### src/rtl/battle_pkg.sv
// Shared encodings for the battle sequencer: phases, key codes and menu items.
// Defining MERCY_EN adds the SPARE menu item.
package battle_pkg;

    typedef enum logic [2:0] {
        IDLE   = 3'd0,
        MENU   = 3'd1,
        ATTACK = 3'd2,
        DAMAGE = 3'd3,
        DODGE  = 3'd4,
        WIN    = 3'd5,
        LOSE   = 3'd6
    } phase_t;

    localparam logic [7:0] KEY_LEFT    = 8'h61;
    localparam logic [7:0] KEY_RIGHT   = 8'h64;
    localparam logic [7:0] KEY_CONFIRM = 8'h20;
    localparam logic [7:0] KEY_RESTART = 8'h72;

    localparam logic [1:0] ITEM_FIGHT = 2'd0;
    localparam logic [1:0] ITEM_HEAL  = 2'd1;
`ifdef MERCY_EN
    localparam logic [1:0] ITEM_SPARE = 2'd2;
    localparam logic [1:0] ITEM_LAST  = ITEM_SPARE;
`else
    localparam logic [1:0] ITEM_LAST  = ITEM_HEAL;
`endif

    function automatic logic [7:0] satSub(input logic [7:0] a, input logic [7:0] b);
        return (a > b) ? (a - b) : 8'd0;
    endfunction

endpackage

### src/rtl/attack_meter.sv
// Attack meter: tick-driven bar counter plus the distance-from-center damage table.
module attack_meter #(
    parameter int BAR_MAX = 20
) (
    input  logic       clk,
    input  logic       reset_n,
    input  logic       tick,
    input  logic       clear,
    input  logic       stop,
    input  logic [7:0] player_atk,
    output logic [7:0] bar_pos,
    output logic       done,
    output logic [7:0] dmg
);

    localparam logic [7:0] CENTER  = 8'(BAR_MAX / 2);
    localparam logic [7:0] BAR_END = 8'(BAR_MAX - 1);

    logic [7:0] distance;
    logic [8:0] doubled;
    logic [7:0] hitDmg;

    // A stop in the same cycle as a tick keeps the pre-increment position.
    always_ff @(posedge clk or negedge reset_n) begin
        if (!reset_n) begin
            bar_pos <= '0;
        end else if (clear) begin
            bar_pos <= '0;
        end else if (tick && !stop) begin
            bar_pos <= bar_pos + 8'd1;
        end
    end

    always_comb begin
        distance = (bar_pos >= CENTER) ? (bar_pos - CENTER) : (CENTER - bar_pos);
        doubled  = {player_atk, 1'b0};
        if (distance <= 8'd2) begin
            hitDmg = doubled[8] ? 8'hFF : doubled[7:0];
        end else if (distance <= 8'd6) begin
            hitDmg = player_atk;
        end else begin
            hitDmg = {1'b0, player_atk[7:1]};
        end
    end

    // Running off the end of the bar counts as a miss.
    assign done = tick && !stop && (bar_pos >= BAR_END);
    assign dmg  = done ? 8'd0 : hitDmg;

endmodule

### src/rtl/battle_sequencer.sv
// Turn-based battle controller: menu, attack meter, damage hand-off and dodge phase.
// Build option MERCY_EN adds a SPARE menu item that wins against a weakened monster.
module battle_sequencer
    import battle_pkg::*;
#(
    parameter int MON_HP_INIT = 100,
    parameter int BAR_MAX     = 20,
    parameter int DODGE_TICKS = 50
) (
    input  logic       clk,
    input  logic       reset_n,
    input  logic       tick,
    input  logic [7:0] key,
    input  logic       key_valid,
    input  logic [7:0] player_atk,
    input  logic       player_dead,
    input  logic       dmg_done,
    output logic [2:0] phase,
    output logic [1:0] menu_sel,
    output logic [7:0] bar_pos,
    output logic [7:0] mon_hp,
    output logic       bullet_run,
    output logic       dmg_start,
    output logic [7:0] dmg_amount,
    output logic       heal,
    output logic       win,
    output logic       lose
);

    localparam logic [7:0]  HP_INIT    = 8'(MON_HP_INIT);
    localparam logic [15:0] DODGE_LAST = 16'(DODGE_TICKS - 1);
`ifdef MERCY_EN
    localparam logic [7:0]  SPARE_HP   = 8'(MON_HP_INIT / 4);
`endif

    phase_t      state;
    logic [15:0] dodgeCnt;
    logic        pressLeft;
    logic        pressRight;
    logic        pressConfirm;
    logic        pressRestart;
    logic        inFight;
    logic        meterTick;
    logic        meterClear;
    logic        meterStop;
    logic        meterDone;
    logic [7:0]  meterDmg;

    assign pressLeft    = key_valid && (key == KEY_LEFT);
    assign pressRight   = key_valid && (key == KEY_RIGHT);
    assign pressConfirm = key_valid && (key == KEY_CONFIRM);
    assign pressRestart = key_valid && (key == KEY_RESTART);

    assign inFight    = (state == MENU) || (state == ATTACK) || (state == DAMAGE) || (state == DODGE);
    assign meterTick  = tick && (state == ATTACK);
    assign meterStop  = pressConfirm && (state == ATTACK);
    assign meterClear = (pressConfirm && (state == MENU) && (menu_sel == ITEM_FIGHT) && !player_dead)
                      || (pressRestart && ((state == WIN) || (state == LOSE)));

    assign phase = state;

    attack_meter #(
        .BAR_MAX(BAR_MAX)
    ) meter (
        .clk       (clk),
        .reset_n   (reset_n),
        .tick      (meterTick),
        .clear     (meterClear),
        .stop      (meterStop),
        .player_atk(player_atk),
        .bar_pos   (bar_pos),
        .done      (meterDone),
        .dmg       (meterDmg)
    );

    // Player death outranks every other transition while a fight is in progress.
    always_ff @(posedge clk or negedge reset_n) begin
        if (!reset_n) begin
            state      <= IDLE;
            menu_sel   <= ITEM_FIGHT;
            mon_hp     <= HP_INIT;
            dodgeCnt   <= '0;
            bullet_run <= 1'b0;
            dmg_start  <= 1'b0;
            dmg_amount <= '0;
            heal       <= 1'b0;
            win        <= 1'b0;
            lose       <= 1'b0;
        end else begin
            dmg_start <= 1'b0;
            heal      <= 1'b0;
            if (player_dead && inFight) begin
                state      <= LOSE;
                lose       <= 1'b1;
                bullet_run <= 1'b0;
                dmg_amount <= '0;
            end else begin
                case (state)
                    IDLE: begin
                        if (pressConfirm) state <= MENU;
                    end
                    MENU: begin
                        if (pressLeft) begin
                            menu_sel <= (menu_sel == ITEM_FIGHT) ? ITEM_LAST : menu_sel - 2'd1;
                        end else if (pressRight) begin
                            menu_sel <= (menu_sel == ITEM_LAST) ? ITEM_FIGHT : menu_sel + 2'd1;
                        end else if (pressConfirm) begin
                            case (menu_sel)
                                ITEM_FIGHT: state <= ATTACK;
                                ITEM_HEAL: begin
                                    heal       <= 1'b1;
                                    state      <= DODGE;
                                    bullet_run <= 1'b1;
                                    dodgeCnt   <= '0;
                                end
`ifdef MERCY_EN
                                ITEM_SPARE: begin
                                    if (mon_hp <= SPARE_HP) begin
                                        state <= WIN;
                                        win   <= 1'b1;
                                    end else begin
                                        state      <= DODGE;
                                        bullet_run <= 1'b1;
                                        dodgeCnt   <= '0;
                                    end
                                end
`endif
                                default: ;
                            endcase
                        end
                    end
                    ATTACK: begin
                        if (meterStop || meterDone) begin
                            state      <= DAMAGE;
                            dmg_start  <= 1'b1;
                            dmg_amount <= meterDmg;
                            mon_hp     <= satSub(mon_hp, meterDmg);
                        end
                    end
                    DAMAGE: begin
                        if (dmg_done) begin
                            dmg_amount <= '0;
                            if (mon_hp == 8'd0) begin
                                state <= WIN;
                                win   <= 1'b1;
                            end else begin
                                state      <= DODGE;
                                bullet_run <= 1'b1;
                                dodgeCnt   <= '0;
                            end
                        end
                    end
                    DODGE: begin
                        if (tick) begin
                            if (dodgeCnt == DODGE_LAST) begin
                                state      <= MENU;
                                bullet_run <= 1'b0;
                            end else begin
                                dodgeCnt <= dodgeCnt + 16'd1;
                            end
                        end
                    end
                    WIN, LOSE: begin
                        if (pressRestart) begin
                            mon_hp   <= HP_INIT;
                            menu_sel <= ITEM_FIGHT;
                            state    <= MENU;
                            win      <= 1'b0;
                            lose     <= 1'b0;
                        end
                    end
                    default: state <= IDLE;
                endcase
            end
        end
    end

endmodule

### config.mk
export PLATFORM = sky130hd
export DESIGN_NAME = battle_sequencer
export DESIGN_NICKNAME = d
export VERILOG_FILES = /design/src/rtl/battle_pkg.sv /design/src/rtl/attack_meter.sv /design/src/rtl/battle_sequencer.sv
export SDC_FILE = /design/constraint.sdc
export NUM_CORES = 1
export LEC_CHECK = 0
export BUFFER_PORTS_ARGS = -buffer_cell sky130_fd_sc_hd__buf_2
export CAP_MARGIN = 30
export CELL_PAD_IN_SITES_DETAIL_PLACEMENT = 2
export CELL_PAD_IN_SITES_GLOBAL_PLACEMENT = 2
export CORE_MARGIN = 3
export CORE_UTILIZATION = 37
export DETAILED_ROUTE_END_ITERATION = 8
export MAX_ROUTING_LAYER = met4
export PLACE_DENSITY = 0.84
export SYNTH_ARGS = -nofsm -noshare
export SYNTH_HDL_FRONTEND = slang
export SYNTH_HIERARCHICAL = 1
export SYNTH_SLANG_ARGS = --single-unit
### constraint.sdc
create_clock -name clk -period 8.1 [get_ports clk]
set_input_delay 0.405 -clock clk [delete_from_list [all_inputs] [get_ports clk]]
set_output_delay 0.405 -clock clk [all_outputs]
set_load 0.005 [all_outputs]
==> metrics <==
Top cell by count, worst path inv_1; post-cts sizing count 0; clock buffer depth 2; Clk Latency, worst-skew pair 320 ps; Hold WC Path Type in -> async; Synth Area in Compound Gates 22.8%; unrepaired setup endpoints after global routing false; maxcap violations 0; reg2reg setup slack 2950 ps; Synthesis Warnings 6; cells along the critical path inv_1, ha_1, or3_4, a21oi_1, mux2_2, nor4_1, inv_1, a211oi_1, ha_1, inv_1, fa_1, a21o_1, a21oi_1, o22ai_1, o22a_1, and2_1, a22o_1; Ant. Diodes 0; Inst Count DP 600; clock sinks 50; Initial Util 39.1%; Tot Pwr 0.00159 W; LEAKAGE 1.94 nW; fin area 0.00414 mm^2; Synth Area in XOR/XNOR 4.02%; top post-synthesis cells by area dfrtp_1, ha_1, o21ai_0, nor2_1, mux2i_1; vias 3,527; Post-synth top cells dfrtp_1, nor2_1, o21ai_0, nand2_1, inv_1; mux share of post-synthesis cell area 4.16%; initial antenna violation count 0; CP startpoint meter/bar_pos[0]; Non-Filler Instances 608; top cell type's share of synthesized area 31.8%; DIE AREA 0.0112 mm^2; Synth Area in Simple Gates 23.2%; grt total ovfl 0; part of the cycle the worst path needs 63.6%; post-CTS setup repair buffer count 0; largest net degree at the start of global routing 51; Via density 5.80; Crit Path Category reg -> reg; Syn Area/Cell 8.51 um^2; Area after DPL 0.00405 mm^2; Max IR drop VDD 0.143 mV; utilization after layout 43.8%; global-route wire length before repair 20,200 um; GRT Total Usage 22.7%; Top FF cell, synth dfrtp_1; status finished clean; Worst Path Max Fanout 7; cell area after synthesis 0.00370 mm^2; count of input and output buffers 55; dpl hpwl 9090 um; WP depth 17; number of synthesized flops with an enable pin 0; Power Dens Cells 383 mW/mm^2; top-count cell post-synth dfrtp_1; area of the core 0.00946 mm^2; synthesized flop and latch total 50; CTS Hold Buffers Added 0; routed length per instance 20.0 um; Die X 106 um; worst reg2reg endpoint mon_hp[3]; root buffer cell clkbuf_8; routability cong. 0.830; DRT antenna net count 0; nets 517; Vert. Die Dim 106 um; largest family of logic cells by synthesized area simple AND/OR/NAND/NOR gates; FF-to-FF Start meter/bar_pos[0]; site row count 35; Residual DRC 0; initial DRC count 133; Max Fclk 194 MHz; Tmin final 5150 ps; Hold Vio Cnt, Final 0; required time of the critical path 8320 ps; Yosys top cell by area dfrtp_1; Top Ports 56; H-tree depth 2; Syn Inst Count 435; Netlist cell types 72; Worst EP arrival 5370 ps; Detailed Routing Iterations Pass 1 4; Adder-Cell Fraction of Synth Area 5.95%; worst-margin pin slew 829 ps; max-slew violations 0; Worst path max stage delay 500 ps; worst-case reg-to-reg path depth 17; syn_nets 474; Post-Route Setup TNS 0 ps; final setup violation count 0; Bufs and invs on worst path 3; slowest CP cell dfrtp_1; Crit path max-delay family compound AO/OA/AOI/OAI gates; Clock transition at path regs 110 ps; total wire length 12,200 um; post-synthesis sequential area ratio 33.9%; vias in the first global route 3,813; clk_skew 15.2 ps; fraction of layout instances using a drive strength above 1 17.5%; Async SR Flop Fraction 100%; Setup crit end kind flop; CTS tree done; slew margin rel. 44.7%; Area growth syn-to-layout 11.9%; CTS Buf Count 5; type of origin of the critical path flop
-- worst max path at each step --
stage,to,slack (ps)
floorplan,mon_hp[1],3770
global placement,mon_hp[4],3470
detailed placement,mon_hp[1],3010
CTS,mon_hp[3],2990
global route,mon_hp[4],2600
finish,mon_hp[3],2950
-- per-stage QoR --
stage / setup slack [ps] / hold slack (ps)
6_report: 2950 / 188
4_1_cts: 2990 / 230
2_1_floorplan: 3770 / 109
5_1_grt: 2600 / 265
3_3_place_gp: 3470 / 472
3_5_place_dp: 3010 / 483
-- placed cells by master, fill, tap and decap left out, types with 5 or more instances in the layout --
cell / Yosys / routed
a21oi_1: 22 / 22
a221oi_1: 5 / 5
a22o_1: 12 / 12
a31oi_1: 6 / 6
buf_2: 4 / 55
clkbuf_8: 0 / 5
dfrtp_1: 47 / 47
ha_1: 16 / 16
inv_1: 30 / 30
mux2i_1: 12 / 12
nand2_1: 31 / 31
nand2b_1: 8 / 8
nand3_1: 13 / 13
nand4_1: 6 / 6
nor2_1: 41 / 41
nor2b_1: 12 / 12
nor3_1: 14 / 14
nor4_1: 7 / 7
o21ai_0: 33 / 33
o31ai_1: 6 / 6
or3_1: 5 / 5
xnor2_1: 11 / 11
xor2_1: 6 / 6
-- state kept, by name, indices dropped and copies added, names as in the netlist --
signal         flops
heal               1
phase              3
dmg_start          1
lose               1
meter/bar_pos      8
menu_sel           2
dodgeCnt          16
dmg_amount         8
mon_hp             8
win                1
bullet_run         1
-- area by class of cell --
class | count | area [um^2]
clock buffers | 5 | 68.8
clock inverters | 3 | 21.3
fillers | 1104 | 5320
inverters | 30 | 113
multi-input cells | 333 | 2220
flip-flops and latches | 50 | 1250
well taps | 129 | 161
repair buffers | 58 | 298
-- layer usage --
metal | vias up | part of all wire [%] | wire length, um | global-route usage, %
met1 | 1797 | 46 | 5620 | 28.8
met2 | 58 | 50 | 6110 | 39.6
met5 | - | 0 | 0 | -
li1 | 1657 | - | - | -
met4 | 0 | 1.4 | 174 | 5.00
met3 | 15 | 2.4 | 289 | 2.37
-- power breakdown --
part / internal [W] / total, W / leakage [nW] / switching (W)
Combinational: 0.000428 / 0.00106 / 1.24 / 0.000631
Clock: 0.0000612 / 0.000159 / 0.0441 / 0.0000978
Sequential: 0.000285 / 0.000367 / 0.664 / 0.0000826
-- cells by family after synthesis --
logic type      after synthesis
buf+inv                      52
compound gates              123
mux                          15
flops                        50
fa+ha+maj                    17
simple gates                161
xor+xnor                     17
(Power assumes the default switching activity.)
